`config.mk`:
```
export PLATFORM = sky130hd
export DESIGN_NAME = mcp4921_spi_tx_flat
export DESIGN_NICKNAME = d
export VERILOG_FILES = /design/src/rtl/mcp4921_spi_tx_if.sv /design/src/rtl/mcp4921_spi_tx.sv /design/src/flat_wrapper.sv
export SDC_FILE = /design/constraint.sdc
export NUM_CORES = 1
export LEC_CHECK = 0
export CAP_MARGIN = 5
export CORE_AREA = 2 2 70 65
export DETAILED_ROUTE_END_ITERATION = 8
export DIE_AREA = 0 0 72 67
export GPL_TIMING_DRIVEN = 0
export HOLD_SLACK_MARGIN = 0.12
export MAX_ROUTING_LAYER = met4
export PLACE_DENSITY = 0.64
export RECOVER_POWER = 50
export SLEW_MARGIN = 20
export SYNTH_ARGS = -nofsm -noshare
export SYNTH_HDL_FRONTEND = slang
export SYNTH_SLANG_ARGS = --single-unit
```
`constraint.sdc`:
```
create_clock -name clk -period 3.3 [get_ports clk]
set_clock_uncertainty 0.1 [all_clocks]
set_input_delay 0.99 -clock clk [delete_from_list [all_inputs] [get_ports clk]]
set_output_delay 0.99 -clock clk [all_outputs]
set_load 0.1 [all_outputs]
```
`src/rtl/mcp4921_spi_tx_if.sv`:
```
// Sample-side request/status and DAC-side SPI pins of the MCP4921 transmitter.
// ldac_n exists only when MCP4921_LDAC_EN is defined.
interface mcp4921_spi_tx_if;
    logic        start;
    logic [11:0] data_in;
    logic        busy;
    logic        done;
    logic        sck;
    logic        sdo;
    logic        cs_n;
`ifdef MCP4921_LDAC_EN
    logic        ldac_n;
`endif

    modport master (
        output start, data_in,
`ifdef MCP4921_LDAC_EN
        input  ldac_n,
`endif
        input  busy, done, sck, sdo, cs_n
    );

    modport slave (
        input  start, data_in,
`ifdef MCP4921_LDAC_EN
        output ldac_n,
`endif
        output busy, done, sck, sdo, cs_n
    );
endinterface

```
`src/rtl/mcp4921_spi_tx.sv`:
```
// MCP4921 12-bit DAC write controller: SPI mode 0,0, MSB-first 16-bit frame.
// Optional LDAC strobe phase after each frame is enabled by MCP4921_LDAC_EN.
module mcp4921_spi_tx #(
    parameter int unsigned CLK_DIV = 2,
    parameter logic        BUF     = 1'b0,
    parameter logic        GA_N    = 1'b1
) (
    input  logic               clk,
    input  logic               reset,
    mcp4921_spi_tx_if.slave    bus
);
    localparam int unsigned DIV_W = $clog2(2 * CLK_DIV);
    localparam logic [DIV_W-1:0] HALF        = DIV_W'(CLK_DIV);
    localparam logic [DIV_W-1:0] HALF_LAST   = DIV_W'(CLK_DIV - 1);
    localparam logic [DIV_W-1:0] PERIOD_LAST = DIV_W'(2 * CLK_DIV - 1);

`ifdef MCP4921_LDAC_EN
    typedef enum logic [1:0] {IDLE, SHIFT, GAP, LDAC} state_t;
`else
    typedef enum logic [1:0] {IDLE, SHIFT, GAP} state_t;
`endif

    state_t            state_q, state_d;
    logic [DIV_W-1:0]  div_q, div_d;
    logic [3:0]        bit_q, bit_d;
    logic [15:0]       shreg_q, shreg_d;
    logic              busy_q, busy_d;
    logic              done_q, done_d;
    logic              sck_q, sck_d;
    logic              sdo_q, sdo_d;
    logic              cs_n_q, cs_n_d;
`ifdef MCP4921_LDAC_EN
    logic              ldac_n_q, ldac_n_d;
`endif

    always_ff @(posedge clk or posedge reset) begin
        if (reset) begin
            state_q  <= IDLE;
            div_q    <= '0;
            bit_q    <= '0;
            shreg_q  <= '0;
            busy_q   <= 1'b0;
            done_q   <= 1'b0;
            sck_q    <= 1'b0;
            sdo_q    <= 1'b0;
            cs_n_q   <= 1'b1;
`ifdef MCP4921_LDAC_EN
            ldac_n_q <= 1'b1;
`endif
        end else begin
            state_q  <= state_d;
            div_q    <= div_d;
            bit_q    <= bit_d;
            shreg_q  <= shreg_d;
            busy_q   <= busy_d;
            done_q   <= done_d;
            sck_q    <= sck_d;
            sdo_q    <= sdo_d;
            cs_n_q   <= cs_n_d;
`ifdef MCP4921_LDAC_EN
            ldac_n_q <= ldac_n_d;
`endif
        end
    end

    always_comb begin
        state_d = state_q;
        div_d   = div_q;
        bit_d   = bit_q;
        shreg_d = shreg_q;
        case (state_q)
            IDLE: begin
                if (bus.start) begin
                    state_d = SHIFT;
                    div_d   = '0;
                    bit_d   = '0;
                    shreg_d = {1'b0, BUF, GA_N, 1'b1, bus.data_in};
                end
            end
            SHIFT: begin
                // End of a bit period: sck falls and the next bit moves up.
                if (div_q == PERIOD_LAST) begin
                    div_d   = '0;
                    shreg_d = {shreg_q[14:0], 1'b0};
                    if (bit_q == 4'd15) begin
                        state_d = GAP;
                    end else begin
                        bit_d = bit_q + 4'd1;
                    end
                end else begin
                    div_d = div_q + 1'b1;
                end
            end
            GAP: begin
                if (div_q == HALF_LAST) begin
                    div_d = '0;
`ifdef MCP4921_LDAC_EN
                    state_d = LDAC;
`else
                    state_d = IDLE;
`endif
                end else begin
                    div_d = div_q + 1'b1;
                end
            end
`ifdef MCP4921_LDAC_EN
            LDAC: begin
                if (div_q == HALF_LAST) begin
                    div_d   = '0;
                    state_d = IDLE;
                end else begin
                    div_d = div_q + 1'b1;
                end
            end
`endif
            default: state_d = IDLE;
        endcase
    end

    // Pins are decoded from the next state so every output leaves a flop.
    always_comb begin
        cs_n_d = (state_d != SHIFT);
        sck_d  = (state_d == SHIFT) && (div_d >= HALF);
        sdo_d  = (state_d == SHIFT) && shreg_d[15];
        busy_d = (state_d != IDLE);
`ifdef MCP4921_LDAC_EN
        ldac_n_d = (state_d != LDAC);
        done_d   = (state_d == LDAC) && (div_d == HALF_LAST);
`else
        done_d   = (state_d == GAP) && (div_d == HALF_LAST);
`endif
    end

    assign bus.busy   = busy_q;
    assign bus.done   = done_q;
    assign bus.sck    = sck_q;
    assign bus.sdo    = sdo_q;
    assign bus.cs_n   = cs_n_q;
`ifdef MCP4921_LDAC_EN
    assign bus.ldac_n = ldac_n_q;
`endif
endmodule

```
`src/flat_wrapper.sv`:
```
// flat-port wrapper written by rule: the top's interface ports become plain ports
module mcp4921_spi_tx_flat 
#(
    parameter int unsigned CLK_DIV = 2,
    parameter logic        BUF     = 1'b0,
    parameter logic        GA_N    = 1'b1
)
  (clk, reset, bus_start, bus_data_in, bus_busy, bus_done, bus_sck, bus_sdo, bus_cs_n);
  mcp4921_spi_tx_if bus_i ();
  input  logic clk;
  input  logic reset;
  input wire logic [$bits(bus_i.start)-1:0] bus_start;
  input wire logic [$bits(bus_i.data_in)-1:0] bus_data_in;
  output wire logic [$bits(bus_i.busy)-1:0] bus_busy;
  output wire logic [$bits(bus_i.done)-1:0] bus_done;
  output wire logic [$bits(bus_i.sck)-1:0] bus_sck;
  output wire logic [$bits(bus_i.sdo)-1:0] bus_sdo;
  output wire logic [$bits(bus_i.cs_n)-1:0] bus_cs_n;
  assign bus_i.start = bus_start;
  assign bus_i.data_in = bus_data_in;
  assign bus_busy = bus_i.busy;
  assign bus_done = bus_i.done;
  assign bus_sck = bus_i.sck;
  assign bus_sdo = bus_i.sdo;
  assign bus_cs_n = bus_i.cs_n;
  mcp4921_spi_tx #(.CLK_DIV(CLK_DIV), .BUF(BUF), .GA_N(GA_N)) u_core (.clk(clk), .reset(reset), .bus(bus_i));
endmodule
```
==> metrics.csv, run 1 <==
stage,metric,value,unit
outcome,outcome,finished clean,
timing,period_minus_slack,3.00,ns
cts,numClockSinks,29,
yosys,synth.cells.most_frequent,"dfrtp_1, a22o_1, a21o_1, inv_1, a21oi_1",
grt,global_route_wire_length_before_repair,4.57,mm
min_path,worst_hold_startpoint,u_core.shreg_q[5],
critical_path,cp.required,2.21,ns
yosys,yosysMostFrequentCell,dfrtp_1,
yosys,yosys_warnings,0,
cts,cts.htree.levels,2,
cts,cts-hold-fix-buffers,0,
placed_design,routabilityCongestion,0.744,
cts,cts_root_buffer_type,clkbuf_8,
min_path,worst_hold_path.num_cells,1,
grt,groute.layer.met1.usage,15.4,%
critical_path,max_stage_delay,1.12,ns
critical_path,path_max_fanout,1,
critical_path,cp_cell_sequence,clkdlybuf4s50_1,
timing,fmax,334,MHz
grt,grt.overflow.total,0,
drt,route.detailed.wl_per_inst,14.0,microns
placed_design,detailed_place.area,1630,sq um
yosys,synth_fp_nets,135,
yosys,synth_cell_types,39,
timing,slew_viol_final,0,
drt,drt_drc_violations_left,0,
grt,grt_pass1_vias,977,
finish,multi_input_comb_area,562,sq um
placed_design,dp_hpwl,1.87,mm
cts,tritoncts,built,
yosys,post_synth_main_area_contributors,"dfrtp_1, a22o_1, a21o_1",
timing,finalSetupViolCount,0,
power,vdd_drop_max,0.000257,V
critical_path,worst_r2r_startpoint,u_core.div_q[0],
floorplan,dieWidth,72,microns
floorplan,fp-row-count,22,
timing,rsz0062_at_grt,false,
yosys,post_synth_inst_count,116,
critical_path,critical_path.slowest_cell,clkdlybuf4s50_1,
critical_path,cp_top_family,buffers and inverters,
cts,clock_buffers_created_by_tritoncts,5,
critical_path,worst_reg2reg_path_length_in_cells,6,
grt,grt_max_degree,30,
floorplan,die-area,4820,sq um
min_path,holdCritPathClass,reg -> reg,
yosys,synth_top_flop_cell,dfrtp_1,
timing,setup_total_negative_slack,0,ns
finish,nFillCells,376,
power,power-per-cell-area,854,nW/um^2
finish,seq_area,727,sq um
yosys,syn_avg_cell_area,11.9,sq um
power,power_leakage,0.842,nW
critical_path,r2r_end,u_core.shreg_q[11],
timing,timing_hold_violations_final,0,
floorplan,die_y,67,microns
timing,min_period_over_period,90.8,%
yosys,netlist_area,1380,sq um
timing,slew_headroom,28.0,%
drt,drt_iter0_drc,44,
critical_path,total_buffers_and_inverters_traversed_by_the_critical_path,1,
finish,nNetsFinal,161,
grt,met2_layer_usage_reported_by_global_route,19.6,%
job,timing.max_cap.violations,0,
min_path,hold_path_endpoint,u_core.shreg_q[5],
placed_design,buffer_ports.inserted,19,
drt,routed_wirelength,2.66,mm
grt,met3_usage,4.69,%
cts,clk_pin_slew,0.06,ns
drt,antenna_violating_nets_post_route,0,
cts,post-cts-setup-buffer-count,0,
critical_path,worst_setup_path_start_kind,flip-flop,
grt,track_usage,13.1,%
floorplan,start_util,34.0,%
floorplan,design.core.area,4050,sq um
drt,dr_total_vias,1012,
grt,grt_antenna_before_repair,0,
yosys,synth_seq_cells,29,
critical_path,cp.arrival,1.91,ns
cts,clock_tree.buffer_depth,2,
yosys,seq_total_area_yosys,52.8,%
yosys,yosysTopAreaCell,dfrtp_1,
drt,firstDrtPassIters,4,
finish,syn2layout_area_growth,24.4,%
grt,grt.busiest_layer,met2,
finish,fin_area,1710,sq um
cts,clock_insertion_delay_worst_skew,0.28,ns
finish,antenna-diode-count,0,
critical_path,path_class,reg -> out,
critical_path,setup.reg_to_reg.worst_slack,1.57,ns
yosys,yosys.area.top_type_share,50.9,%
drt,avgViaCountPerCell,5.33,
cts,cts_repair_resize_count,0,
yosys,synth-edff-count,0,
critical_path,end_kind,output pin,
finish,drive_above_1_share,12.0,%
floorplan,ios,20,
yosys,synth-async-reset-ratio,100,%
timing,worstMarginPinSlew,1.08,ns
==> cells by family (layout without fill, tap and decap cells) <==
kind of cell	after synthesis	count (layout)	share of synthesized area, %
mux	2	2	2.36
simple gates	24	24	11.1
compound gates	42	42	23.7
fa+ha+maj	4	4	3.64
buf+inv	15	41	6.36
flops	29	29	52.8
==> power by group <==
group	switching, mW	internal (mW)	leakage, nW
combinational	0.338	0.260	0.432
clock	0.121	0.165	0.0443
sequential	0.0941	0.484	0.366
total	0.553	0.909	0.842
==> placed cells by master, fill, tap and decap left out, drive strengths merged, types with 2 or more instances in the layout <==
cell type       n
clkbuf          9
nor2            4
ha              4
nand3           3
a22o           13
nor2b           2
nor3b           2
a21oi           5
nand2           3
inv             8
a211oi          2
buf             5
dfrtp          28
clkdlybuf4s50  17
dlygate4sd3     2
o21ai           3
a21o           11
nor3            3
==> layer usage <==
layer,routed length [microns],vias up
li1,-,480
met1,1210,503
met2,1250,19
met3,111,10
met4,77,0
met5,0,-
==> registers in the layout, indices dropped and copies added (netlist names) <==
register	count
u_core.bus.sdo	1
u_core.div_q	2
u_core.bus.done	1
u_core.bit_q	4
u_core.state_q	2
u_core.bus.cs_n	1
u_core.bus.sck	1
u_core.bus.busy	1
u_core.shreg_q	16
==> worst max path at each step <==
| stage | cells after the start | endpoint | start | slack [ns] |
|---|---|---|---|---|
| after floorplan | 0 | bus_busy | u_core.bus.busy | 1.33 |
| after global placement | 1 | bus_cs_n | u_core.bus.cs_n | 0.59 |
| after detailed placement | 1 | bus_cs_n | u_core.bus.cs_n | 0.60 |
| after CTS | 1 | bus_cs_n | u_core.bus.cs_n | 0.29 |
| after global routing | 1 | bus_cs_n | u_core.bus.cs_n | 0.25 |
| final | 1 | bus_cs_n | u_core.bus.cs_n | 0.30 |
==> layout make-up <==
type	count	share of cell area, %
multi-input combinational	72	32.8
clock buffer	7	5.04
timing repair buffer	19	11.1
sequential	29	42.5
buffer	7	3.29
tap	48	3.51
inverter	8	1.75
==> per-stage QoR <==
| step | cells | utilization, % | hold WS [ns] | worst slack, ns | total power, mW |
|---|---|---|---|---|---|
| 2_1_floorplan | 116 | - | 0.350 | 1.33 | 1.03 |
| 3_3_place_gp | 183 | 40.2 | 0.359 | 0.595 | 1.15 |
| 3_5_place_dp | 183 | 40.2 | 0.366 | 0.596 | 1.18 |
| 4_1_cts | 190 | 42.3 | 0.379 | 0.294 | 1.47 |
| 5_1_grt | 190 | 42.3 | 0.383 | 0.253 | 1.57 |
| 6_report | 190 | 42.3 | 0.376 | 0.304 | 1.46 |
Power figures use the tool's default switching activity.
==> run 2: changes to the inputs <==
Settings changed: GPL_TIMING_DRIVEN 0 to default.
==> metrics.csv, run 2 (same netlist as run 1, synthesis figures left out) <==
stage,metric,value,unit,change
outcome,outcome,finished clean,,
drt,routed_wirelength,2.58,mm,-2.8%
power,combinationalPowerShare,36.9,%,-4.0 points
min_path,holdCritPathClass,reg -> reg,,
placed_design,routabilityCongestion,0.762,,+2.4%
cts,cts-hold-fix-buffers,0,,unchanged
timing,period_minus_slack,2.43,ns,-0.569 ns
critical_path,cp.required,3.36,ns,+1.15 ns
critical_path,total_buffers_and_inverters_traversed_by_the_critical_path,1,,unchanged
drt,antenna_violating_nets_post_route,0,,unchanged
critical_path,worst_setup_path_start_kind,input port,,
drt,drt_drc_violations_left,0,,unchanged
finish,nNetsFinal,156,,-3.1%
timing,setup_total_negative_slack,0,ns,unchanged
cts,numClockSinks,29,,unchanged
finish,seq_area,727,sq um,unchanged
timing,min_period_over_period,73.5,%,-17 points
power,vdd_drop_max,0.000319,V,+24%
power,switching_fraction,37.8,%,about the same
critical_path,max_stage_delay,0.51,ns,-0.61 ns
power,power_leakage,0.837,nW,-0.53%
drt,firstDrtPassIters,4,,unchanged
critical_path,cp_cell_sequence,"clkdlybuf4s50_1, nor3b_4, nor2_2, a22o_1",,
finish,largest_register_ff_count,16,,unchanged
finish,antenna-diode-count,0,,unchanged
floorplan,design.core.area,4050,sq um,unchanged
power,power.clock.fraction,22.2,%,+2.6 points
placed_design,buffer_ports.inserted,19,,unchanged
timing,finalSetupViolCount,0,,unchanged
timing,fmax,412,MHz,+23%
drt,avgViaCountPerCell,5.34,,+0.33%
cts,clock_insertion_delay_worst_skew,0.27,ns,about the same
cts,clk_pin_slew,0.06,ns,about the same
timing,fin_worst_hold_slack,0.376,ns,-0.000116 ns
critical_path,cp.arrival,2.49,ns,+0.58 ns
drt,route.detailed.wl_per_inst,13.9,microns,-0.70%
critical_path,cp_top_family,simple AND/OR/NAND/NOR gates,,
finish,top_register,u_core.shreg_q,,
power,power_frac_seq,40.9,%,+1.3 points
grt,grt_max_degree,30,,unchanged
cts,post-cts-setup-buffer-count,0,,unchanged
critical_path,path_class,in -> reg,,
finish,most-common-layout-cells,"dfrtp_1, a22o_1, clkdlybuf4s50_1, a21o_1, inv_1",,
cts,clock_buffers_created_by_tritoncts,5,,unchanged
timing,rsz0062_at_grt,false,,
cts,clock_tree.buffer_depth,2,,unchanged
cts,cts.htree.levels,2,,unchanged
drt,drt_iter0_drc,29,,-34%
floorplan,start_util,34.0,%,unchanged
timing,slew_headroom,48.5,%,+21 points
power,power-per-cell-area,853,nW/um^2,-0.15%
grt,track_usage,12.4,%,-0.70 points
critical_path,critical_path.slowest_cell,clkdlybuf4s50_1,,
grt,grt_pass1_vias,1028,,+5.2%
grt,global_route_wire_length_before_repair,4.49,mm,-1.9%
critical_path,end_kind,flip-flop,,
timing,slew_viol_final,0,,unchanged
finish,drive_above_1_share,15.2,%,+3.2 points
cts,cts_repair_resize_count,0,,unchanged
power,internal_portion_of_total_power,0.887,mW,-2.5%
floorplan,die_y,67,microns,unchanged
placed_design,dp_hpwl,1.78,mm,-4.7%
floorplan,dieWidth,72,microns,unchanged
drt,dr_total_vias,994,,-1.8%
finish,syn2layout_area_growth,21.5,%,
finish,multi_input_comb_area,562,sq um,unchanged
cts,cts_root_buffer_type,clkbuf_8,,
grt,grt.overflow.total,0,,unchanged
floorplan,fp-row-count,22,,unchanged
finish,top_regs,"u_core.shreg_q: 16 flops, u_core.bit_q: 4 flops",,
cts,tritoncts,built,,
job,timing.max_cap.violations,0,,unchanged
timing,timing_hold_violations_final,0,,unchanged
finish,nFillCells,370,,-1.6%
power,switching_power,0.540,mW,-2.4%
floorplan,ios,20,,unchanged
finish,layout_commonest_cell,dfrtp_1,,
timing,worstMarginPinSlew,0.773,ns,-0.306 ns
grt,grt_antenna_before_repair,0,,unchanged
floorplan,die-area,4820,sq um,unchanged
critical_path,path_max_fanout,13,,+12
[run 2: cell count changes in the layout (fill, tap and decap cells not counted), sizes merged]
cell and delta:
clkdlybuf4s50 -4, buf +2, clkinv +1, clkbuf -2
dlygate4sd3 -1
[run 2: power groups by stage]
stage / logic [mW] / registers [mW] / clock network (mW)
CTS: 0.531 / 0.582 / 0.325
finish: 0.526 / 0.584 / 0.317
global placement: 0.511 / 0.580 / 0
detailed placement: 0.530 / 0.589 / 0
floorplan: 0.367 / 0.662 / 0
global route: 0.583 / 0.602 / 0.346
[run 2: per-layer routing]
layer | track usage [%] | part of all wire [%] | up-vias
met3 | 2.72 | 2.8 | 7
met4 | 6.60 | 1.6 | 0
met2 | 20.9 | 49 | 18
met5 | - | 0 | -
li1 | - | - | 475
met1 | 13.8 | 46 | 494
[run 2: cell type report]
cell class              instances  share of cell area [%]
flip-flops and latches         29                    43.5
multi-input cells              72                    33.6
repair buffers                 21                    11.5
clock buffers                   7                    5.76
well taps                      48                    3.59
inverters                       8                    1.80
clock inverters                 1                   0.299
[run 2: path summary, 6_finish.rpt]
| path | start | end | slack (ns) | cells after the start |
|---|---|---|---|---|
| setup reg to reg | u_core.state_q[0] | u_core.shreg_q[0] | 1.19 | 3 |
| min in group asynchronous | reset | u_core.div_q[1] | 1.12 | 3 |
| hold reg to reg | u_core.shreg_q[10] | u_core.shreg_q[10] | 0.38 | 1 |
| hold / removal | u_core.shreg_q[10] | u_core.shreg_q[10] | 0.38 | 1 |
| setup / recovery | bus_start | u_core.shreg_q[0] | 0.87 | 4 |
| max in group asynchronous | reset | u_core.bus.cs_n | 1.67 | 3 |
[run 2: per-stage QoR]
stage	setup WS (ns)	util (%)	power, mW	area, sq um	cells
detailed placement	0.581	38.8	1.12	1570	178
finish	0.873	41.3	1.43	1670	186
CTS	0.867	41.3	1.44	1670	186
global route	0.788	41.3	1.53	1670	186
floorplan	1.33	-	1.03	1380	116
global placement	0.633	38.8	1.09	1570	178
[run 2: worst register-to-register path: cells and delay by family, from the launching register on]
family	cells	cell delay, ns
flip-flops	1	0.65
AO/OA/AOI/OAI	1	0.25
AND/OR/NAND/NOR	2	1.01
==> run 3: changes to the inputs <==
Clock period 3.3 ns to 2.51 ns, I/O delays scaled along.
==> metrics.csv, run 3 (same netlist as run 1, synthesis figures left out) <==
stage,metric,value,unit,change
cts,cts-hold-fix-buffers,0,,unchanged
timing,timing_hold_violations_final,0,,unchanged
finish,antenna-diode-count,0,,unchanged
power,power-per-cell-area,1100,nW/um^2,+29%
cts,clock_buffers_created_by_tritoncts,5,,unchanged
grt,track_usage,12.4,%,about the same
placed_design,post_place_cells,180,,+1.1%
cts,clock_insertion_delay_worst_skew,0.27,ns,about the same
critical_path,worst_r2r_startpoint,u_core.div_q[0],,
grt,global_route_wire_length_before_repair,4.40,mm,-2.0%
critical_path,path_max_fanout,17,,+4
cts,numClockSinks,29,,unchanged
finish,nNetsFinal,158,,+1.3%
timing,period_minus_slack,2.06,ns,
min_path,holdCritPathClass,reg -> reg,,
timing,finalSetupViolCount,0,,unchanged
floorplan,dieWidth,72,microns,unchanged
floorplan,ios,20,,unchanged
finish,drive_above_1_share,15.7,%,+0.50 points
critical_path,worst_reg2reg_path_length_in_cells,5,,+2
timing,min_period_over_period,82.1,%,
finish,final_cell_count_no_fill,188,,+1.1%
grt,grt_pass1_vias,991,,-3.6%
critical_path,worst_setup_path_start_kind,input port,,
placed_design,routabilityCongestion,0.814,,+6.8%
finish,syn2layout_area_growth,22.0,%,
power,vdd_drop_max,0.000358,V,+12%
timing,worstMarginPinSlew,0.686,ns,-0.0869 ns
finish,most-common-layout-cells,"dfrtp_1, a22o_1, clkdlybuf4s50_1, a21o_1, inv_1",,
finish,layout_commonest_cell,dfrtp_1,,
drt,route.detailed.wl_per_inst,13.2,microns,-5.2%
timing,slew_viol_final,0,,unchanged
min_path,worst_hold_path.num_cells,1,,unchanged
grt,grt_antenna_before_repair,0,,unchanged
outcome,outcome,finished clean,,
critical_path,setup.reg_to_reg.worst_slack,0.66,ns,-0.53 ns
placed_design,buffer_ports.inserted,19,,unchanged
finish,top_regs,"u_core.shreg_q: 16 flops, u_core.bit_q: 4 flops",,
timing,slew_headroom,54.3,%,+5.8 points
cts,cts_repair_resize_count,0,,unchanged
drt,firstDrtPassIters,2,,-2
grt,grt_max_degree,30,,unchanged
drt,dr_total_vias,957,,-3.7%
drt,avgViaCountPerCell,5.09,,-4.7%
timing,fmax,485,MHz,
cts,cts_root_buffer_type,clkbuf_8,,
timing,fin_worst_hold_slack,0.379,ns,+0.00381 ns
finish,top_register,u_core.shreg_q,,
grt,grt.overflow.total,0,,unchanged
cts,tritoncts,built,,
critical_path,end_kind,flip-flop,,
floorplan,die_y,67,microns,unchanged
power,power_leakage,0.840,nW,+0.32%
critical_path,path_class,in -> reg,,
drt,drt_drc_violations_left,0,,unchanged
drt,drt_iter0_drc,77,,+170%
min_path,worst_hold_startpoint,u_core.shreg_q[3],,
cts,cts.htree.levels,2,,unchanged
floorplan,fp-row-count,22,,unchanged
cts,post-cts-setup-buffer-count,0,,unchanged
critical_path,cp.required,2.57,ns,-0.79 ns
floorplan,start_util,34.0,%,unchanged
critical_path,cp.arrival,2.12,ns,-0.37 ns
floorplan,die-area,4820,sq um,unchanged
drt,antenna_violating_nets_post_route,0,,unchanged
critical_path,crit_start,bus_start,,
timing,rsz0062_at_grt,false,,
floorplan,design.core.area,4050,sq um,unchanged
job,timing.max_cap.violations,0,,unchanged
critical_path,r2r_end,u_core.shreg_q[11],,
drt,routed_wirelength,2.47,mm,-4.2%
cts,clock_tree.buffer_depth,2,,unchanged
min_path,hold_path_endpoint,u_core.shreg_q[3],,
placed_design,dp_hpwl,1.76,mm,-0.82%
timing,setup_total_negative_slack,0,ns,unchanged
cts,clk_pin_slew,0.06,ns,about the same
finish,largest_register_ff_count,16,,unchanged
run 3: changes by cell type in the layout (fill, tap and decap cells not counted), sizes merged:
cell           before  now
buf                 7    8
clkdlybuf4s50      13   12
clkinv              1    2
dlygate4sd3         1    2
run 3: final cells by class:
| class | instances | area, sq um |
|---|---|---|
| Fill cell | 386 | 2370 |
| Multi-Input combinational cell | 72 | 562 |
| Inverter | 8 | 30.0 |
| Clock inverter | 2 | 10.0 |
| Clock buffer | 6 | 72.6 |
| Sequential cell | 29 | 727 |
| Tap cell | 48 | 60.1 |
| Timing Repair Buffer | 23 | 218 |
run 3: worst max-delay path by stage:
stage,depth (start not counted),slack (ns),to
after floorplan,0,0.77,bus_busy
after global placement,5,0.29,u_core.bit_q[1]
after detailed placement,5,0.27,u_core.bit_q[1]
after CTS,5,0.56,u_core.bit_q[1]
after global routing,5,0.41,u_core.shreg_q[1]
final,5,0.45,u_core.shreg_q[2]
run 3: power by group:
| group | switching [mW] | internal (mW) | total, mW |
|---|---|---|---|
| registers | 0.131 | 0.637 | 0.768 |
| logic | 0.418 | 0.307 | 0.724 |
| clock network | 0.162 | 0.191 | 0.353 |
run 3: through the flow:
stage          total power, mW  utilization (%)  setup WS [ns]  area, sq um
6_report                  1.84             41.5          0.448         1680
5_1_grt                   1.98             41.5          0.415         1680
4_1_cts                   1.87             41.6          0.557         1680
3_5_place_dp              1.51             39.5          0.267         1600
3_3_place_gp              1.47             39.5          0.292         1600
2_1_floorplan             1.35                -          0.774         1380
run 3: critical path: stages:
cell and delay [ns]:
dlygate4sd3_1 0.58, nor3b_4 0.17, buf_4 0.22, a22o_1 0.24
a21o_1 0.15
run 3: metal layers:
| layer | vias up | share of wire (%) | global-route usage [%] |
|---|---|---|---|
| met1 | 468 | 48 | 14.2 |
| li1 | 475 | - | - |
| met5 | - | 0 | - |
| met3 | 5 | 1.9 | 2.72 |
| met2 | 9 | 48 | 19.9 |
| met4 | 0 | 2.5 | 7.78 |
